==> config.mk <==
export PLATFORM = sky130hd
export DESIGN_NAME = centroid_zone_tracker
export DESIGN_NICKNAME = d
export VERILOG_FILES = /design/src/rtl/centroid_zone_tracker.sv
export SDC_FILE = /design/constraint.sdc
export NUM_CORES = 1
export LEC_CHECK = 0
export ABC_CLOCK_PERIOD_IN_PS = 17890
export BUFFER_PORTS_ARGS = -buffer_cell sky130_fd_sc_hd__buf_2
export CAP_MARGIN = 30
export CORE_ASPECT_RATIO = 1.5
export CORE_MARGIN = 2
export CORE_UTILIZATION = 51
export CTS_BUF_LIST = sky130_fd_sc_hd__clkbuf_4 sky130_fd_sc_hd__clkbuf_8 sky130_fd_sc_hd__clkbuf_16
export DETAILED_ROUTE_END_ITERATION = 16
export PLACE_DENSITY = 0.65
export SYNTH_ARGS = -nofsm -noshare
export SYNTH_HDL_FRONTEND = slang
export SYNTH_SLANG_ARGS = --single-unit
export TNS_END_PERCENT = 30
==> constraint.sdc <==
create_clock -name clk_in -period 17.89 [get_ports clk_in]
set_input_delay 2.6835 -clock clk_in [delete_from_list [all_inputs] [get_ports clk_in]]
set_output_delay 2.6835 -clock clk_in [all_outputs]
set_load 0.02 [all_outputs]
==> src/rtl/centroid_zone_tracker.sv <==
// centroid_zone_tracker: per-frame mask centroid plus a debounced dominant horizontal zone.
// Optional bounding-box outputs are enabled with `define CENTROID_BBOX_EN.
module centroid_zone_tracker #(
  parameter int H_WIDTH       = 11,
  parameter int V_WIDTH       = 10,
  parameter int H_ACTIVE      = 1024,
  parameter int ZONES         = 4,
  parameter int MIN_PIXELS    = 64,
  parameter int STABLE_FRAMES = 3
) (
  input  logic                      clk_in,
  input  logic                      rst_in,
  input  logic [H_WIDTH-1:0]        x_in,
  input  logic [V_WIDTH-1:0]        y_in,
  input  logic                      valid_in,
  input  logic                      tabulate_in,
  output logic [H_WIDTH-1:0]        x_out,
  output logic [V_WIDTH-1:0]        y_out,
  output logic                      valid_out,
  output logic [$clog2(ZONES)-1:0]  zone_out,
  output logic                      zone_valid_out,
  output logic                      busy_out,
  output logic                      overrun_out
`ifdef CENTROID_BBOX_EN
  ,
  output logic [H_WIDTH-1:0]        bbox_xmin_out,
  output logic [H_WIDTH-1:0]        bbox_xmax_out,
  output logic [V_WIDTH-1:0]        bbox_ymin_out,
  output logic [V_WIDTH-1:0]        bbox_ymax_out
`endif
);
  localparam int COUNT_W = H_WIDTH + V_WIDTH;
  localparam int DW      = H_WIDTH + COUNT_W;
  localparam int YW      = V_WIDTH + COUNT_W;
  localparam int ZW      = $clog2(ZONES);
  localparam int ZSH     = $clog2(H_ACTIVE / ZONES);
  localparam int IW      = $clog2(DW);
  localparam logic [H_WIDTH:0]     HA   = (H_WIDTH + 1)'(H_ACTIVE);
  localparam logic [COUNT_W-1:0]   MINP = COUNT_W'(MIN_PIXELS);
  localparam logic [IW-1:0]        LAST = IW'(DW - 1);
  localparam logic [IW:0]          ZN   = (IW + 1)'(ZONES);
  localparam logic [3:0]           SF   = 4'(STABLE_FRAMES);

  typedef enum logic {IDLE, DIVIDE} state_t;
  state_t state;

  logic               hit;
  logic [ZW-1:0]      zidx;
  logic [COUNT_W-1:0] count, div, rem_x, rem_y, rx_n, ry_n, zcur, best_cnt;
  logic [DW-1:0]      sum_x, qx, qy, qx_n, qy_n;
  logic [YW-1:0]      sum_y;
  logic [COUNT_W-1:0] zone_cnt [ZONES];
  logic [COUNT_W-1:0] snap_zone [ZONES];
  logic [COUNT_W:0]   tx, ty;
  logic               gx, gy;
  logic [IW-1:0]      iter;
  logic [ZW-1:0]      best, prev_arg;
  logic [3:0]         stable_cnt, sc_n;

  assign hit  = valid_in && ({1'b0, x_in} < HA);
  assign zidx = ZW'(x_in >> ZSH);

  // A pixel arriving with the end-of-frame strobe seeds the next frame.
  always_ff @(posedge clk_in or posedge rst_in)
    if (rst_in) begin
      count <= '0;
      sum_x <= '0;
      sum_y <= '0;
      for (int z = 0; z < ZONES; z++) zone_cnt[z] <= '0;
    end else if (tabulate_in) begin
      count <= COUNT_W'(hit);
      sum_x <= hit ? DW'(x_in) : '0;
      sum_y <= hit ? YW'(y_in) : '0;
      for (int z = 0; z < ZONES; z++) zone_cnt[z] <= COUNT_W'(hit && zidx == ZW'(z));
    end else if (hit) begin
      count <= count + COUNT_W'(1);
      sum_x <= sum_x + DW'(x_in);
      sum_y <= sum_y + YW'(y_in);
      zone_cnt[zidx] <= zone_cnt[zidx] + COUNT_W'(1);
    end

`ifdef CENTROID_BBOX_EN
  logic [H_WIDTH-1:0] xmin, xmax, sxmin, sxmax;
  logic [V_WIDTH-1:0] ymin, ymax, symin, symax;
  always_ff @(posedge clk_in or posedge rst_in)
    if (rst_in) begin
      xmin <= '1;
      xmax <= '0;
      ymin <= '1;
      ymax <= '0;
    end else if (tabulate_in) begin
      xmin <= hit ? x_in : '1;
      xmax <= hit ? x_in : '0;
      ymin <= hit ? y_in : '1;
      ymax <= hit ? y_in : '0;
    end else if (hit) begin
      xmin <= x_in < xmin ? x_in : xmin;
      xmax <= x_in > xmax ? x_in : xmax;
      ymin <= y_in < ymin ? y_in : ymin;
      ymax <= y_in > ymax ? y_in : ymax;
    end
`endif

  // Restoring division step shared by both dividers, plus the debounce next-count.
  always_comb begin
    tx   = {rem_x, qx[DW-1]};
    ty   = {rem_y, qy[DW-1]};
    gx   = tx >= {1'b0, div};
    gy   = ty >= {1'b0, div};
    rx_n = COUNT_W'(gx ? tx - {1'b0, div} : tx);
    ry_n = COUNT_W'(gy ? ty - {1'b0, div} : ty);
    qx_n = {qx[DW-2:0], gx};
    qy_n = {qy[DW-2:0], gy};
    zcur = snap_zone[iter[ZW-1:0]];
    sc_n = best != prev_arg ? 4'd1 : stable_cnt == SF ? SF : stable_cnt + 4'd1;
  end

  always_ff @(posedge clk_in or posedge rst_in)
    if (rst_in) begin
      state          <= IDLE;
      iter           <= '0;
      div            <= '0;
      rem_x          <= '0;
      rem_y          <= '0;
      qx             <= '0;
      qy             <= '0;
      best           <= '0;
      best_cnt       <= '0;
      prev_arg       <= '0;
      stable_cnt     <= '0;
      x_out          <= '0;
      y_out          <= '0;
      valid_out      <= 1'b0;
      zone_out       <= '0;
      zone_valid_out <= 1'b0;
      busy_out       <= 1'b0;
      overrun_out    <= 1'b0;
      for (int z = 0; z < ZONES; z++) snap_zone[z] <= '0;
`ifdef CENTROID_BBOX_EN
      sxmin <= '0;
      sxmax <= '0;
      symin <= '0;
      symax <= '0;
      bbox_xmin_out <= '0;
      bbox_xmax_out <= '0;
      bbox_ymin_out <= '0;
      bbox_ymax_out <= '0;
`endif
    end else begin
      valid_out <= 1'b0;
      if (state == IDLE) begin
        if (tabulate_in && count < MINP) begin
          stable_cnt     <= '0;
          zone_valid_out <= 1'b0;
        end else if (tabulate_in) begin
          state     <= DIVIDE;
          busy_out  <= 1'b1;
          iter      <= '0;
          div       <= count;
          rem_x     <= '0;
          rem_y     <= '0;
          qx        <= sum_x;
          qy        <= DW'(sum_y);
          best      <= '0;
          best_cnt  <= '0;
          snap_zone <= zone_cnt;
`ifdef CENTROID_BBOX_EN
          sxmin <= xmin;
          sxmax <= xmax;
          symin <= ymin;
          symax <= ymax;
`endif
        end
      end else begin
        overrun_out <= overrun_out | tabulate_in;
        rem_x <= rx_n;
        rem_y <= ry_n;
        qx    <= qx_n;
        qy    <= qy_n;
        iter  <= iter + IW'(1);
        // Strict compare keeps the lowest index on ties.
        if ({1'b0, iter} < ZN && zcur > best_cnt) begin
          best     <= iter[ZW-1:0];
          best_cnt <= zcur;
        end
        if (iter == LAST) begin
          state          <= IDLE;
          busy_out       <= 1'b0;
          valid_out      <= 1'b1;
          x_out          <= qx_n[H_WIDTH-1:0];
          y_out          <= qy_n[V_WIDTH-1:0];
          prev_arg       <= best;
          stable_cnt     <= sc_n;
          zone_valid_out <= sc_n == SF;
          zone_out       <= sc_n == SF ? best : zone_out;
`ifdef CENTROID_BBOX_EN
          bbox_xmin_out <= sxmin;
          bbox_xmax_out <= sxmax;
          bbox_ymin_out <= symin;
          bbox_ymax_out <= symax;
`endif
        end
      end
    end
endmodule

# Word-level counts from Yosys, hierarchy flattened
# Cells that the tools add are included.
dict set report word_totals {
  ff_bits 441
  inputBits 25
}
dict set report classes {
  addsub 8
  order_cmp 9
  eq_ne 10
  muxes 58
  n_bitwise 5
  reduce_logical 19
}
# cell count
set ops {}
lappend ops {{21-bit 2-to-1 mux} 15}
lappend ops {{32-bit 2-to-1 mux} 8}
lappend ops {{84-bit 2-to-1 mux} 2}
lappend ops {{21-bit binary-select mux with 2-bit select} 2}
lappend ops {{84-bit bitwise mux} 1}
lappend ops {{31-bit 2-to-1 mux} 2}
lappend ops {{22-bit by 21-bit greater-or-equal comparator with 1-bit output} 2}
lappend ops {{21-bit by 1-bit adder with 21-bit output, second input constant} 2}
lappend ops {{21-bit demux with 2-bit select} 1}
lappend ops {{21-bit subtractor} 2}
lappend ops {{32-bit by 11-bit adder with 32-bit output} 1}
lappend ops {{31-bit by 10-bit adder with 31-bit output} 1}
lappend ops {{21-bit > comparator} 1}
lappend ops {{21-bit by 7-bit less-than comparator with 1-bit output, second input constant} 1}
lappend ops {{4-bit 2-to-1 mux} 5}
lappend ops {{5-bit 2-to-1 mux} 3}
lappend ops {{1-bit 2-to-1 mux} 13}
lappend ops {{3-bit AND reduction} 4}
lappend ops {{11-bit less-than comparator, second input constant} 1}
lappend ops {{11-bit 2-to-1 mux} 1}
lappend ops {{10-bit 2-to-1 mux} 1}
lappend ops {{4-bit by 2-bit == test with 1-bit output, second input constant} 2}
lappend ops {{1-bit logical AND} 8}
lappend ops {{2-bit 2-to-1 mux} 4}
lappend ops {{other kinds (17)} 26}

# Depth between registers and ports, before layout
# Gate-level depths: netlist of run 1.
dict set report depth {
  ltp_word 8
  mapped_depth 14
}

# Worst setup path before layout of run 1
# No wires, ideal clock.
dict set report synth_path {
  kind {input -> register}
  startpoint {input y_in[0]}
  endpoint {register sum_y[28]}
  arrival_ns 5.025
  t_required_ns 17.812
  slack_ns 12.787
  path_stages 12
  path_buffers 1
  cell_sequence {ha_1 > inv_1 > fa_1 > nor2b_1 > o21ai_0 > a21oi_1 > o21ai_1 > a211oi_1 > o2111ai_1 > clkbuf_1 > or4_1 > a21oi_1}
}
dict set report synth_via {
  elab_chain_len 3
}
# item line
set synth_lines {}
lappend synth_lines {{start, declared} 14} ;# input logic [V_WIDTH-1:0] y_in,
lappend synth_lines {{31-bit by 10-bit adder with 31-bit output} 78} ;# sum_y <= sum_y + YW'(y_in);
lappend synth_lines {{31-bit 2-to-1 mux} 75} ;# end else if (hit) begin
lappend synth_lines {{31-bit 2-to-1 mux} 70} ;# end else if (tabulate_in) begin
lappend synth_lines {{end signal, assigned} 73} ;# sum_y <= hit ? YW'(y_in) : '0;
lappend synth_lines {{end signal, assigned} 78}
lappend synth_lines {{end, declared} 51} ;# logic [YW-1:0] sum_y;
# No other way between the ends. The select of a mux whose other input is x is not followed.
# A chain may end at the register's enable or synchronous reset.

# Final worst setup path of run 1
# Same ends and word-level chain as after synthesis.

==> results of run 1 <==
cell type report:
type | instances | area share (%)
inverter | 76 | 1.14
antenna | 1 | 0.00971
multi-input combinational | 1834 | 45.4
clock inverter | 15 | 0.432
timing repair buffer | 82 | 2.16
clock buffer | 62 | 5.15
sequential | 441 | 42.8
tap | 588 | 2.86
state kept, by name (all words and copies together) (netlist names), 11 cells and up:
name,count
div,21
qy,32
sum_x,32
rem_x,21
x_out,11
sum_y,31
count,21
snap_zone,84
best_cnt,21
rem_y,21
qx,32
zone_cnt,84
kinds of logic (layout without fill, tap and decap cells):
kind of cell	Yosys count	after routing	synth area share (%)
simple gates	958	958	17.8
xor+xnor	112	112	4.20
buf+inv	222	235	3.66
mux	161	161	9.44
compound gates	510	510	13.0
flops	441	441	46.9
other cells	0	1	0
fa+ha+maj	93	93	5.07
report_power, final:
part           total [W]  internal, W  switching (W)
clock           0.000921     0.000531       0.000390
sequential       0.00103      0.00101      0.0000120
combinational   0.000185    0.0000689       0.000116
per-stage QoR:
stage | util (%) | instances | power, W | hold slack (ns)
global placement | 53.1 | 3016 | 0.00122 | 0.444
CTS | 56.4 | 3097 | 0.00216 | 0.457
finish | 56.4 | 3099 | 0.00213 | 0.452
global route | 56.4 | 3099 | 0.00222 | 0.480
floorplan | - | 2497 | 0.00118 | 0.440
detailed placement | 53.3 | 3020 | 0.00123 | 0.441
Yosys cell counts (10+ instances only):
cell type / instances / area [um^2]
a211oi_1: 75 / 563
a21o_1: 36 / 270
a21oi_1: 142 / 711
a31oi_1: 27 / 169
and3_1: 21 / 131
buf_1: 19 / 71.3
clkbuf_1: 116 / 435
dfrtp_1: 441 / 11000
ha_1: 89 / 1110
inv_1: 76 / 285
mux2_2: 45 / 507
mux2i_1: 74 / 741
mux4_2: 34 / 766
nand2_1: 464 / 1740
nand3_1: 72 / 360
nand4_1: 36 / 225
nor2_1: 235 / 882
nor2b_1: 20 / 125
nor3_1: 25 / 125
o211ai_1: 12 / 90.1
o21ai_0: 167 / 836
o31ai_1: 10 / 75.1
or2_2: 15 / 93.8
or3_1: 17 / 106
xnor2_1: 54 / 473
xor2_1: 57 / 499
per-layer routing:
layer | track usage, % | routed length (um)
met5 | 0 | 0
met4 | 7.23 | 1420
met3 | 2.47 | 1630
met2 | 41.4 | 27900
met1 | 28.2 | 22800
worst paths after layout:
kind,to,cells past startpoint,start
max in group asynchronous,qx[0]$_DFFE_PP0P_,3,rst_in
min,overrun_out$_DFFE_PP0P_,1,overrun_out$_DFFE_PP0P_
max,sum_y[28]$_DFFE_PP0P_,12,y_in[0]
max reg2reg,best_cnt[11]$_DFFE_PP0P_,9,iter[0]$_DFFE_PP0P_
min reg2reg,overrun_out$_DFFE_PP0P_,1,overrun_out$_DFFE_PP0P_
min in group asynchronous,rem_y[19]$_DFFE_PP0P_,2,rst_in
==> results.json, run 1 <==
{
  "dpl.hpwl_um": 35600,
  "synth_ff_type": "dfrtp_1",
  "routedWlPerCell_um": 17.4,
  "async_flop_share_pct": 100,
  "drt_iter0_markers": 1054,
  "final_common_cell": "nand2_1",
  "crit_chain": "buf_2, ha_1, inv_1, fa_1, nor2b_1, o21ai_0, a21oi_1, o21ai_1, a211oi_1, o2111ai_1, or4_1, a21oi_1",
  "ff2ff_setup_slack_ns": 13.49,
  "synthDistinctLibCells": 67,
  "clkTransAtPathRegs_ns": 0.06,
  "cts_tree": "yes",
  "period_needed_ns": 5.30,
  "fillers": 4055,
  "dieArea_um2": 47900,
  "die_x_um": 179,
  "grt_pass1_vias": 18000,
  "clockBufferDepth": 3,
  "cts_setup_buffers": 0,
  "postPlaceCellArea_um2": 24300,
  "multiInputGateArea_um2": 11700,
  "dp_slack_ns": 12.08,
  "clock_skew_ns": 0.0256,
  "arrival_ns": 5.78,
  "cap_violations": 0,
  "grt_pass1_wl_um": 90500,
  "syn_nets": 2615,
  "first_pass_iters": 5,
  "seq_area_frac_synth_pct": 46.9,
  "relSlewSlack_pct": 30.6,
  "setup_violations": 0,
  "avgSynthCellArea_um2": 9.43,
  "fp-row-count": 96,
  "cts_buffers": 44,
  "layout-drive-gt1-share_pct": 11.0,
  "grt_max_degree": 190,
  "powerDensity_nw_per_um2": 82.8,
  "drc": 0,
  "final_area_um2": 25800,
  "synth_edf_count": 0,
  "hold_viol": 0,
  "cts_resized": 0,
  "clkSinkCount": 441,
  "yosys_warnings": 0,
  "num-nets-final": 2597,
  "gp_congestion": 0.864,
  "postCtsHoldBufs": 0,
  "end_kind": "flip-flop",
  "ir_worst_vdd_v": 0.0000971,
  "die_h_um": 267,
  "final_antenna_net_count": 0,
  "leakage_nw": 12.1,
  "setup_slack_ns": 12.59,
  "slew_viol_final": 0,
  "critPathBufInv": 2,
  "antenna_found_initial": 1,
  "cpMaxStageDelayCell": "a211oi_1",
  "port-buffer-count": 51,
  "fin_crit_sh_pct": 29.6,
  "cpPeakStageDelay_ns": 0.55,
  "grt_setup_unrepaired": "no",
  "worstHoldPathType": "flip-flop to flip-flop",
  "grt_usage_pct": 22.7,
  "drt_wl_total_um": 53800,
  "root_buffer": "clkbuf_16",
  "core_um2": 45600,
  "grt-ovfl-total": 0,
  "synth_area_um2": 23500,
  "ys_ff_latch": 441,
  "status": "finished clean",
  "required_ns": 18.37,
  "path_class": "input pin to flip-flop",
  "cpMostUsedCell": "a21oi_1",
  "routed_via_density": 5.72,
  "worstPathMaxFanout": 11,
  "clock_latency_ns": 0.57,
  "layout_common_cells": "nand2_1 (462), dfrtp_1 (440), nor2_1 (234), o21ai_0 (167), a21oi_1 (141)",
  "tightest_slew_ns": 1.04,
  "seq_area_um2": 11000,
  "num_vias": 17700,
  "max_freq_mhz": 189,
  "io_pins": 52,
  "initial_utilization_pct": 51.6,
  "setup-tns-final_ns": 0,
  "h-tree-depth": 2,
  "syn_to_final_growth_pct": 9.40,
  "postSynthCellCount": 2497,
  "crit_family": "compound AO/OA/AOI/OAI gates",
  "cp-start-kind": "input pin"
}
No activity file was read; power rests on OpenSTA's default activity.
==> run 2: changes to the inputs <==
--- a/config.mk
+++ b/config.mk
@@ -5,7 +5,7 @@
 export SDC_FILE = /design/constraint.sdc
 export NUM_CORES = 1
 export LEC_CHECK = 0
-export ABC_CLOCK_PERIOD_IN_PS = 17890
+export ABC_CLOCK_PERIOD_IN_PS = 5400
 export BUFFER_PORTS_ARGS = -buffer_cell sky130_fd_sc_hd__buf_2
 export CAP_MARGIN = 30
 export CORE_ASPECT_RATIO = 1.5
==> constraint.sdc (replaced) <==
create_clock -name clk_in -period 5.4 [get_ports clk_in]
set_input_delay 0.81 -clock clk_in [delete_from_list [all_inputs] [get_ports clk_in]]
set_output_delay 0.81 -clock clk_in [all_outputs]
set_load 0.02 [all_outputs]
==> results.json, run 2 (synthesis results as in run 1) <==
{
  "routedWlPerCell_um": 18.2,
  "fin_crit_sh_pct": 73.7,
  "h-tree-depth": 2,
  "dieArea_um2": 47900,
  "p_seq_share_pct": 46.5,
  "ir_worst_vdd_v": 0.000231,
  "clock_skew_ns": 0.0170,
  "setup_violations": 0,
  "stdcell_count": 3103,
  "final_common_cell": "nand2_1",
  "worstPathMaxFanout": 14,
  "ff2ff_setup_slack_ns": 1.42,
  "first_pass_iters": 5,
  "grt_setup_unrepaired": "no",
  "clkTransAtPathRegs_ns": 0.07,
  "tightest_slew_ns": 1.18,
  "p_int_w": 0.00554,
  "powerDensity_nw_per_um2": 282,
  "hold_viol": 0,
  "required_ns": 5.84,
  "drt_iter0_markers": 1061,
  "status": "finished clean",
  "finish.utilization_pct": 56.8,
  "cap_violations": 0,
  "slew_viol_final": 0,
  "pwr-share-comb_pct": 8.5,
  "final_antenna_net_count": 0,
  "die_h_um": 267,
  "end_kind": "flip-flop",
  "reg_top3": "snap_zone: 84 flops, zone_cnt: 84 flops",
  "grt_pass1_wl_um": 93600,
  "routed_via_density": 5.78,
  "antenna_found_initial": 0,
  "dpl.cell_count": 3021,
  "fp-row-count": 96,
  "initial_utilization_pct": 51.6,
  "num_vias": 17900,
  "clock_latency_ns": 0.57,
  "clkSinkCount": 441,
  "cts_buffers": 44,
  "die_x_um": 179,
  "postCtsHoldBufs": 0,
  "p_sw_share_pct": 24.2,
  "whs_ns": 0.410,
  "clockPowerShare_pct": 45.0,
  "leakage_nw": 12.1,
  "dpl.hpwl_um": 37800,
  "layout_common_cells": "nand2_1 (462), dfrtp_1 (440), nor2_1 (234), o21ai_0 (167), a21oi_1 (141)",
  "clockBufferDepth": 3,
  "path_class": "flip-flop to flip-flop",
  "root_buffer": "clkbuf_16",
  "max_freq_mhz": 251,
  "grt-ovfl-total": 0,
  "io_pins": 52,
  "cts_setup_buffers": 0,
  "gp_congestion": 0.893,
  "core_um2": 45600,
  "p_switching_w": 0.00176,
  "relSlewSlack_pct": 21.0,
  "worstHoldPathType": "input pin to async pin",
  "drt_wl_total_um": 56500,
  "insertedDiodeCount": 0,
  "syn_to_final_growth_pct": 10.2,
  "num-nets-final": 2600,
  "arrival_ns": 4.42,
  "cts_resized": 0,
  "grt_pass1_vias": 18400,
  "layout-drive-gt1-share_pct": 11.1,
  "grt_usage_pct": 23.6,
  "cts_tree": "yes",
  "period_needed_ns": 3.98,
  "cp-start-kind": "flip-flop",
  "power_w": 0.00731,
  "setup-tns-final_ns": 0,
  "drc": 0,
  "port-buffer-count": 51,
  "grt_max_degree": 180
}
[run 2: changes by cell type in the layout (fill, tap and decap cells not counted)]
cell / delta
clkbuf_4: +1
buf_8: +1
clkinvlp_4: +3
clkinv_2: -5
inv_8: -1
buf_16: +2
diode_2: -1
clkinv_4: +1
clkbuf_8: -1
bufinv_16: +4
[run 2: critical path: stages, from the launching register on]
cell     delay [ns]
dfrtp_1        0.60
buf_8          0.23
buf_4          0.19
mux4_2         0.53
ha_1           0.30
nand4_1        0.11
nor4_1         0.33
o21ai_0        0.19
a31oi_2        0.62
buf_4          0.37
mux2_2         0.37
[run 2: per-layer routing]
layer  wire length, um  up-vias  share of wire (%)  GRT usage, %
met5                 0        -                  0             0
met4              1920        0                3.4          8.86
met3              1760      114                3.1          2.58
met2             28900      341                 51          42.3
met1             23900     8837                 42          29.3
li1                  -     8650                  -             -
[run 2: per-stage QoR]
step,area (um^2),setup slack [ns]
6_report,25900,1.42
5_1_grt,25900,1.10
4_1_cts,25900,1.04
3_5_place_dp,24300,1.07
3_3_place_gp,24300,1.11
2_1_floorplan,23600,-1.37
[run 2: cell type report]
type                       instances  area, um^2
multi-input combinational       1834       11700
sequential                       441       11000
fill                            4076       19700
clock buffer                      62        1320
clock inverter                    17         230
inverter                          76         289
timing repair buffer              85         626
tap                              588         736
[run 2: path summary, 6_finish.rpt]
check,cells after the start,start,to
setup / recovery,10,iter[0]$_DFFE_PP0P_,best_cnt[18]$_DFFE_PP0P_
hold / removal,2,rst_in,snap_zone[40]$_DFFE_PP0P_
setup reg to reg,10,iter[0]$_DFFE_PP0P_,best_cnt[18]$_DFFE_PP0P_
hold reg to reg,1,overrun_out$_DFFE_PP0P_,overrun_out$_DFFE_PP0P_
max in group asynchronous,3,rst_in,sum_x[2]$_DFFE_PP0P_
min in group clk_in,1,overrun_out$_DFFE_PP0P_,overrun_out$_DFFE_PP0P_
[run 2: power groups by stage]
stage	registers [W]	clock network [W]	logic, W
after global routing	0.00340	0.00349	0.000696
after global placement	0.00346	0	0.000597
after detailed placement	0.00346	0	0.000615
after CTS	0.00340	0.00336	0.000619
after floorplan	0.00345	0	0.000471
final	0.00340	0.00329	0.000620
